<file path="src/rtl/cla_pipe_adder_pkg.sv">
// Shared constants for the pipelined carry-lookahead adder.
// Group size is fixed at 4 bits; WIDTH defaults to 16.
package cla_pipe_adder_pkg;

  localparam int GRP_W     = 4;
  localparam int DEF_WIDTH = 16;

  // Number of lookahead groups needed for a given operand width.
  function automatic int num_groups(input int width);
    return width / GRP_W;
  endfunction

endpackage

</file>
<file path="src/rtl/cla_pipe_adder_cla4_unit.sv">
// 4-bit carry-lookahead cell: per-bit carries plus group generate/propagate.
// Purely combinational, so it adds no latency and has no backpressure.
module cla4_unit
  import cla_pipe_adder_pkg::*;
(
  input  logic [GRP_W-1:0] g,
  input  logic [GRP_W-1:0] p,
  input  logic             c_in,
  output logic [GRP_W-1:0] c,
  output logic             grp_g,
  output logic             grp_p
);

  // c[i] is the carry into bit i of the group, expanded flat with no ripple.
  always_comb begin
    c[0] = c_in;
    c[1] = g[0] | (p[0] & c_in);
    c[2] = g[1] | (p[1] & g[0]) | (p[1] & p[0] & c_in);
    c[3] = g[2] | (p[2] & g[1]) | (p[2] & p[1] & g[0])
         | (p[2] & p[1] & p[0] & c_in);
    grp_g = g[3] | (p[3] & g[2]) | (p[3] & p[2] & g[1])
          | (p[3] & p[2] & p[1] & g[0]);
    grp_p = &p;
  end

endmodule

</file>
<file path="src/rtl/cla_pipe_adder.sv">
// Two-stage pipelined CLA adder: latency 2 cycles, one result per cycle.
// Valid/ready backpressure stalls both stages in place; in_ready is combinational from out_ready.
module cla_pipe_adder
  import cla_pipe_adder_pkg::*;
#(
  parameter int WIDTH = DEF_WIDTH
) (
  input  logic             clk,
  input  logic             rst,
  input  logic             in_valid,
  output logic             in_ready,
  input  logic [WIDTH-1:0] A,
  input  logic [WIDTH-1:0] B,
  input  logic             Cin,
  output logic             out_valid,
  input  logic             out_ready,
  output logic [WIDTH-1:0] Sum,
  output logic             Cout,
  output logic             Ovf
);

  localparam int NGRP = num_groups(WIDTH);

  logic             s1_v_q,      s1_v_d;
  logic [WIDTH-1:0] s1_g_q,      s1_g_d;
  logic [WIDTH-1:0] s1_p_q,      s1_p_d;
  logic             s1_cin_q,    s1_cin_d;
  logic             out_valid_q, out_valid_d;
  logic [WIDTH-1:0] sum_q,       sum_d;
  logic             cout_q,      cout_d;
  logic             ovf_q,       ovf_d;

  logic             s2_adv;
  logic             s1_load;
  logic [WIDTH-1:0] carry;
  logic [NGRP-1:0]  grp_g;
  logic [NGRP-1:0]  grp_p;
  logic [NGRP:0]    grp_c;

  assign s2_adv   = !out_valid_q || out_ready;
  assign s1_load  = !s1_v_q || s2_adv;
  assign in_ready = rst || s1_load;

  for (genvar k = 0; k < NGRP; k++) begin : g_grp
    cla4_unit u_cla4 (
      .g     (s1_g_q[k*GRP_W +: GRP_W]),
      .p     (s1_p_q[k*GRP_W +: GRP_W]),
      .c_in  (grp_c[k]),
      .c     (carry[k*GRP_W +: GRP_W]),
      .grp_g (grp_g[k]),
      .grp_p (grp_p[k])
    );
  end

  // Only the group carries ripple; bit carries come from each cla4_unit.
  always_comb begin
    grp_c    = '0;
    grp_c[0] = s1_cin_q;
    for (int k = 0; k < NGRP; k++) begin
      grp_c[k+1] = grp_g[k] | (grp_p[k] & grp_c[k]);
    end
  end

  always_comb begin
    s1_v_d      = s1_v_q;
    s1_g_d      = s1_g_q;
    s1_p_d      = s1_p_q;
    s1_cin_d    = s1_cin_q;
    out_valid_d = out_valid_q;
    sum_d       = sum_q;
    cout_d      = cout_q;
    ovf_d       = ovf_q;

    if (s1_load) begin
      s1_v_d = in_valid;
      if (in_valid) begin
        s1_g_d   = A & B;
        s1_p_d   = A ^ B;
        s1_cin_d = Cin;
      end
    end

    if (s2_adv) begin
      out_valid_d = s1_v_q;
      if (s1_v_q) begin
        sum_d  = s1_p_q ^ carry;
        cout_d = grp_c[NGRP];
        ovf_d  = carry[WIDTH-1] ^ grp_c[NGRP];
      end
    end
  end

  always_ff @(posedge clk) begin
    if (rst) begin
      s1_v_q      <= 1'b0;
      s1_g_q      <= '0;
      s1_p_q      <= '0;
      s1_cin_q    <= 1'b0;
      out_valid_q <= 1'b0;
      sum_q       <= '0;
      cout_q      <= 1'b0;
      ovf_q       <= 1'b0;
    end else begin
      s1_v_q      <= s1_v_d;
      s1_g_q      <= s1_g_d;
      s1_p_q      <= s1_p_d;
      s1_cin_q    <= s1_cin_d;
      out_valid_q <= out_valid_d;
      sum_q       <= sum_d;
      cout_q      <= cout_d;
      ovf_q       <= ovf_d;
    end
  end

  assign out_valid = out_valid_q;
  assign Sum       = sum_q;
  assign Cout      = cout_q;
  assign Ovf       = ovf_q;

endmodule
</file>
<file path="config.mk">
export PLATFORM = sky130hd
export DESIGN_NAME = cla_pipe_adder
export DESIGN_NICKNAME = d
export VERILOG_FILES = /design/src/rtl/cla_pipe_adder_pkg.sv /design/src/rtl/cla_pipe_adder_cla4_unit.sv /design/src/rtl/cla_pipe_adder.sv
export SDC_FILE = /design/constraint.sdc
export NUM_CORES = 1
export LEC_CHECK = 0
export BUFFER_PORTS_ARGS = -buffer_cell sky130_fd_sc_hd__buf_2
export CAP_MARGIN = 15
export CELL_PAD_IN_SITES_DETAIL_PLACEMENT = 1
export CELL_PAD_IN_SITES_GLOBAL_PLACEMENT = 1
export CORE_MARGIN = 4
export CORE_UTILIZATION = 39
export CTS_BUF_LIST = sky130_fd_sc_hd__clkbuf_16
export CTS_CLUSTER_SIZE = 10
export DETAILED_ROUTE_END_ITERATION = 10
export PLACE_DENSITY_LB_ADDON = 0.1
export SKIP_LAST_GASP = 1
export SYNTH_ARGS = -nofsm -noshare
export SYNTH_HDL_FRONTEND = slang
export SYNTH_HIERARCHICAL = 1
export SYNTH_SLANG_ARGS = --single-unit
</file>
<file path="constraint.sdc">
create_clock -name clk -period 2.45 [get_ports clk]
set_input_delay 0.245 -clock clk [delete_from_list [all_inputs] [get_ports clk]]
set_output_delay 0.245 -clock clk [all_outputs]
set_load 0.01 [all_outputs]
</file>
==> key figures <==
Layout
  – Finished Core Util: 0.471
  – Final Cell Area: 3010 um^2
  – Layout cells sized above 1: 0.248
  – Area grow syn2layout: 16.4%
  – Post-layout nets: 411
  – N_diodes: 0
  – Post-Layout Cell Count: 436

CTS
  – TritonCTS buffer count: 5
  – CTS Root Buffer Type: clkbuf_16
  – Clock transition at path regs: 60 ps
  – CTS Buffer Depth: 2
  – CTS Sinks: 53
  – Cts hold-fix bufs: 0
  – CTS tree: built
  – Post-CTS setup buffer count: 0
  – Clock latency on the worst-skew pair: 280 ps
  – H-Tree Depth: 2

Logic synthesis
  – Post-synthesis cell type count: 29
  – Proportion of synthesized area in mux cells: 0
  – Largest family of logic cells by synthesized area: compound AO/OA/AOI/OAI gates
  – Top_reg_cell synth: dfxtp_1
  – Number of enable flip-flop cells after synthesis: 0
  – Xor and xnor area share after synthesis: 0.0543
  – Simple-Gate Fraction of Synth Area: 0.189
  – Seq cells post-synth: 53
  – Seq/Total Area, Yosys: 0.411
  – Syn_area_per_cell: 8.30 um^2
  – YS warnings: 6
  – Post-Syn Area: 2580 um^2
  – Compound-Gate Fraction of Synth Area: 0.215
  – Most common cell in the netlist: nand2_1
  – Largest area contributor in the netlist: dfxtp_1
  – Post-synthesis adder-cell area fraction: 0.0776
  – Ys async rst share: 0
  – Area fraction of the dominant cell type after synthesis: 0.411
  – Syn Nets: 364
  – Mapped Cells: 311
  – Most frequent cells after synthesis: 79 x nand2_1, 53 x dfxtp_1, 46 x a21oi_1
  – Synth area leaders: dfxtp_1 41%, nand2_1 11%, a21oi_1 8.9%

Global routing
  – First-pass GRT wire length: 10200 um
  – Congestion Overflow GR: 0
  – Vias in the first global route: 2159
  – Largest net degree at the start of global routing: 40
  – Initial antenna violation count: 0
  – Total GRT Usage: 0.165

Floorplanning
  – Die Span Y: 89.4 um
  – Die width: 89.4 um
  – Rows: 29
  – Core area: 6390 um^2
  – IO Pins: 57
  – Initial Utilization: 0.404
  – Die area: 7980 um^2

Run status
  – Status: finished clean

Power and ir drop
  – Clk pwr share: 0.346
  – Seq pwr share: 0.506
  – Pint: 1.40 mW
  – Logic pwr share: 0.147
  – Sw Pwr: 0.498 mW
  – Peak supply drop: 0.313 mV
  – Sw frac: 0.262
  – Static Leakage: 1.28 nW
  – Cell area power density: 633 nW/um^2

STA
  – Final period util: 0.872
  – Actual slew at the worst max-slew pin: 720 ps
  – Final TNS setup: 0 ps
  – Clk_skew: 3.21 ps
  – Slew headroom: 0.520
  – Max-slew violations: 0
  – Fmax: 0.468 GHz
  – Final Hold Fails: 0
  – Unrepaired setup endpoints after global routing: no
  – Setup violations, final: 0
  – WHS: 197 ps
  – Final Critical Period: 2140 ps

Route
  – Via Count: 2195
  – DR vias/cell: 5.03
  – Routed Antenna Nets: 0
  – Post-route DRC: 0
  – Routed wire length: 6120 um
  – Drt wl/cell: 14.0 um
  – Initial drt markers: 75
  – Drt pass-1 iters: 4

Worst setup path
  – Worst setup startpoint: s1_p_q[3]
  – Flop-to-flop setup slack: 310 ps
  – Critical path type: register to register
  – CP top delay family: compound AO/OA/AOI/OAI gates
  – R2R depth: 10
  – Data arrival, critical path: 2340 ps
  – Critical-path cell list: a21oi_1, o21ai_0, a21o_1, a21o_1, a21o_1, a21oi_2, inv_2, a21o_1, xnor2_1, a211oi_2
  – Critical path data required time: 2660 ps
  – Crit end category: register
  – WP depth: 10
  – Most used cell, CP: a21o_1
  – Slowest cell on the critical path: dfxtp_1
  – Worst setup path endpoint: Sum[14]
  – Crit-path max FO: 5
  – Worst path max stage delay: 350 ps
  – R2R Path End: Sum[14]
  – Type of origin of the critical path: register
  – WP buf/inv: 1
  – Reg-to-Reg Start: s1_p_q[3]

Flow run
  – Max cap viols: 0

Place
  – Detailed Place HPWL: 4560 um
  – DP Area: 2870 um^2
  – Port bufs: 56
  – Dpl cells: 428
  – Routability cong.: 0.824

Hold path
  – Worst min-delay path category: input port to register
[logic make-up after synthesis]
kind of cell	after synthesis
adders and majority gates	16
buffers and inverters	25
DFF	53
xor gates and xnor gates	16
and+or+nand+nor	117
AOI/OAI and AO/OA	84
[registers in the layout (all words and copies together) (netlist names)]
register / flops
s1_g_q: 16
out_valid: 1
s1_v_q: 1
Sum: 16
Cout: 1
s1_cin_q: 1
Ovf: 1
s1_p_q: 16
[power by group through the flow]
stage,registers (mW),clock network (mW),logic (mW)
floorplan,0.982,0,0.184
global placement,0.980,0,0.277
detailed placement,0.983,0,0.283
CTS,0.963,0.682,0.286
global route,0.972,0.721,0.318
finish,0.963,0.659,0.280
[final cells by class]
type                            instances  area (um^2)
Clock buffer                            5          125
Clock inverter                          3         11.3
Fill cell                             808         3380
Inverter                                5         18.8
Multi-Input combinational cell        233         1380
Sequential cell                        53         1060
Tap cell                               77         96.3
Timing Repair Buffer                   60          310
[how the worst min path moves through the flow]
stage | cells after the start | end | from
2_1_floorplan | 2 | s1_cin_q | Cin
3_3_place_gp | 2 | s1_g_q[11] | s1_g_q[11]
3_5_place_dp | 2 | s1_g_q[15] | s1_g_q[15]
4_1_cts | 3 | s1_cin_q | Cin
5_1_grt | 3 | s1_cin_q | Cin
6_report | 3 | s1_cin_q | Cin
[worst min-delay path, stage by stage]
cell and delay, ps:
buf_2 90, nand2_1 50, a21oi_1 50
[cells in the final DEF (no fill, tap or decap), drive strengths merged]
cell type,instances
xnor2,16
a21o,7
clkbuf,5
and3,2
inv,8
nand2,80
dfxtp,53
a211oi,17
nand3b,2
or3b,1
o21ai,8
nor3b,2
or2,1
ha,16
a221o,1
nor2b,2
nor2,25
nand4,1
nand3,1
buf,60
a21oi,51
[repair_timing]
action	4_1_cts	5_1_grt
gates resized for setup	0	1
hold endpoints to repair	0	0
setup endpoints to repair	0	1
[routing by layer]
| layer | routed length, um | part of all wire | up-vias | GRT usage |
|---|---|---|---|---|
| met2 | 2670 | 0.44 | 43 | 0.261 |
| met3 | 260 | 0.042 | 9 | 0.0304 |
| li1 | - | - | 1140 | - |
| met4 | 87 | 0.014 | 0 | 0.0541 |
| met5 | 0 | 0 | - | 0 |
| met1 | 3100 | 0.51 | 1003 | 0.227 |
[through the flow]
stage	worst slack (ps)	total power, mW
floorplan	549	1.17
global placement	282	1.26
detailed placement	223	1.27
CTS	193	1.93
global route	105	2.01
finish	314	1.90
(Power assumes the default switching activity.)
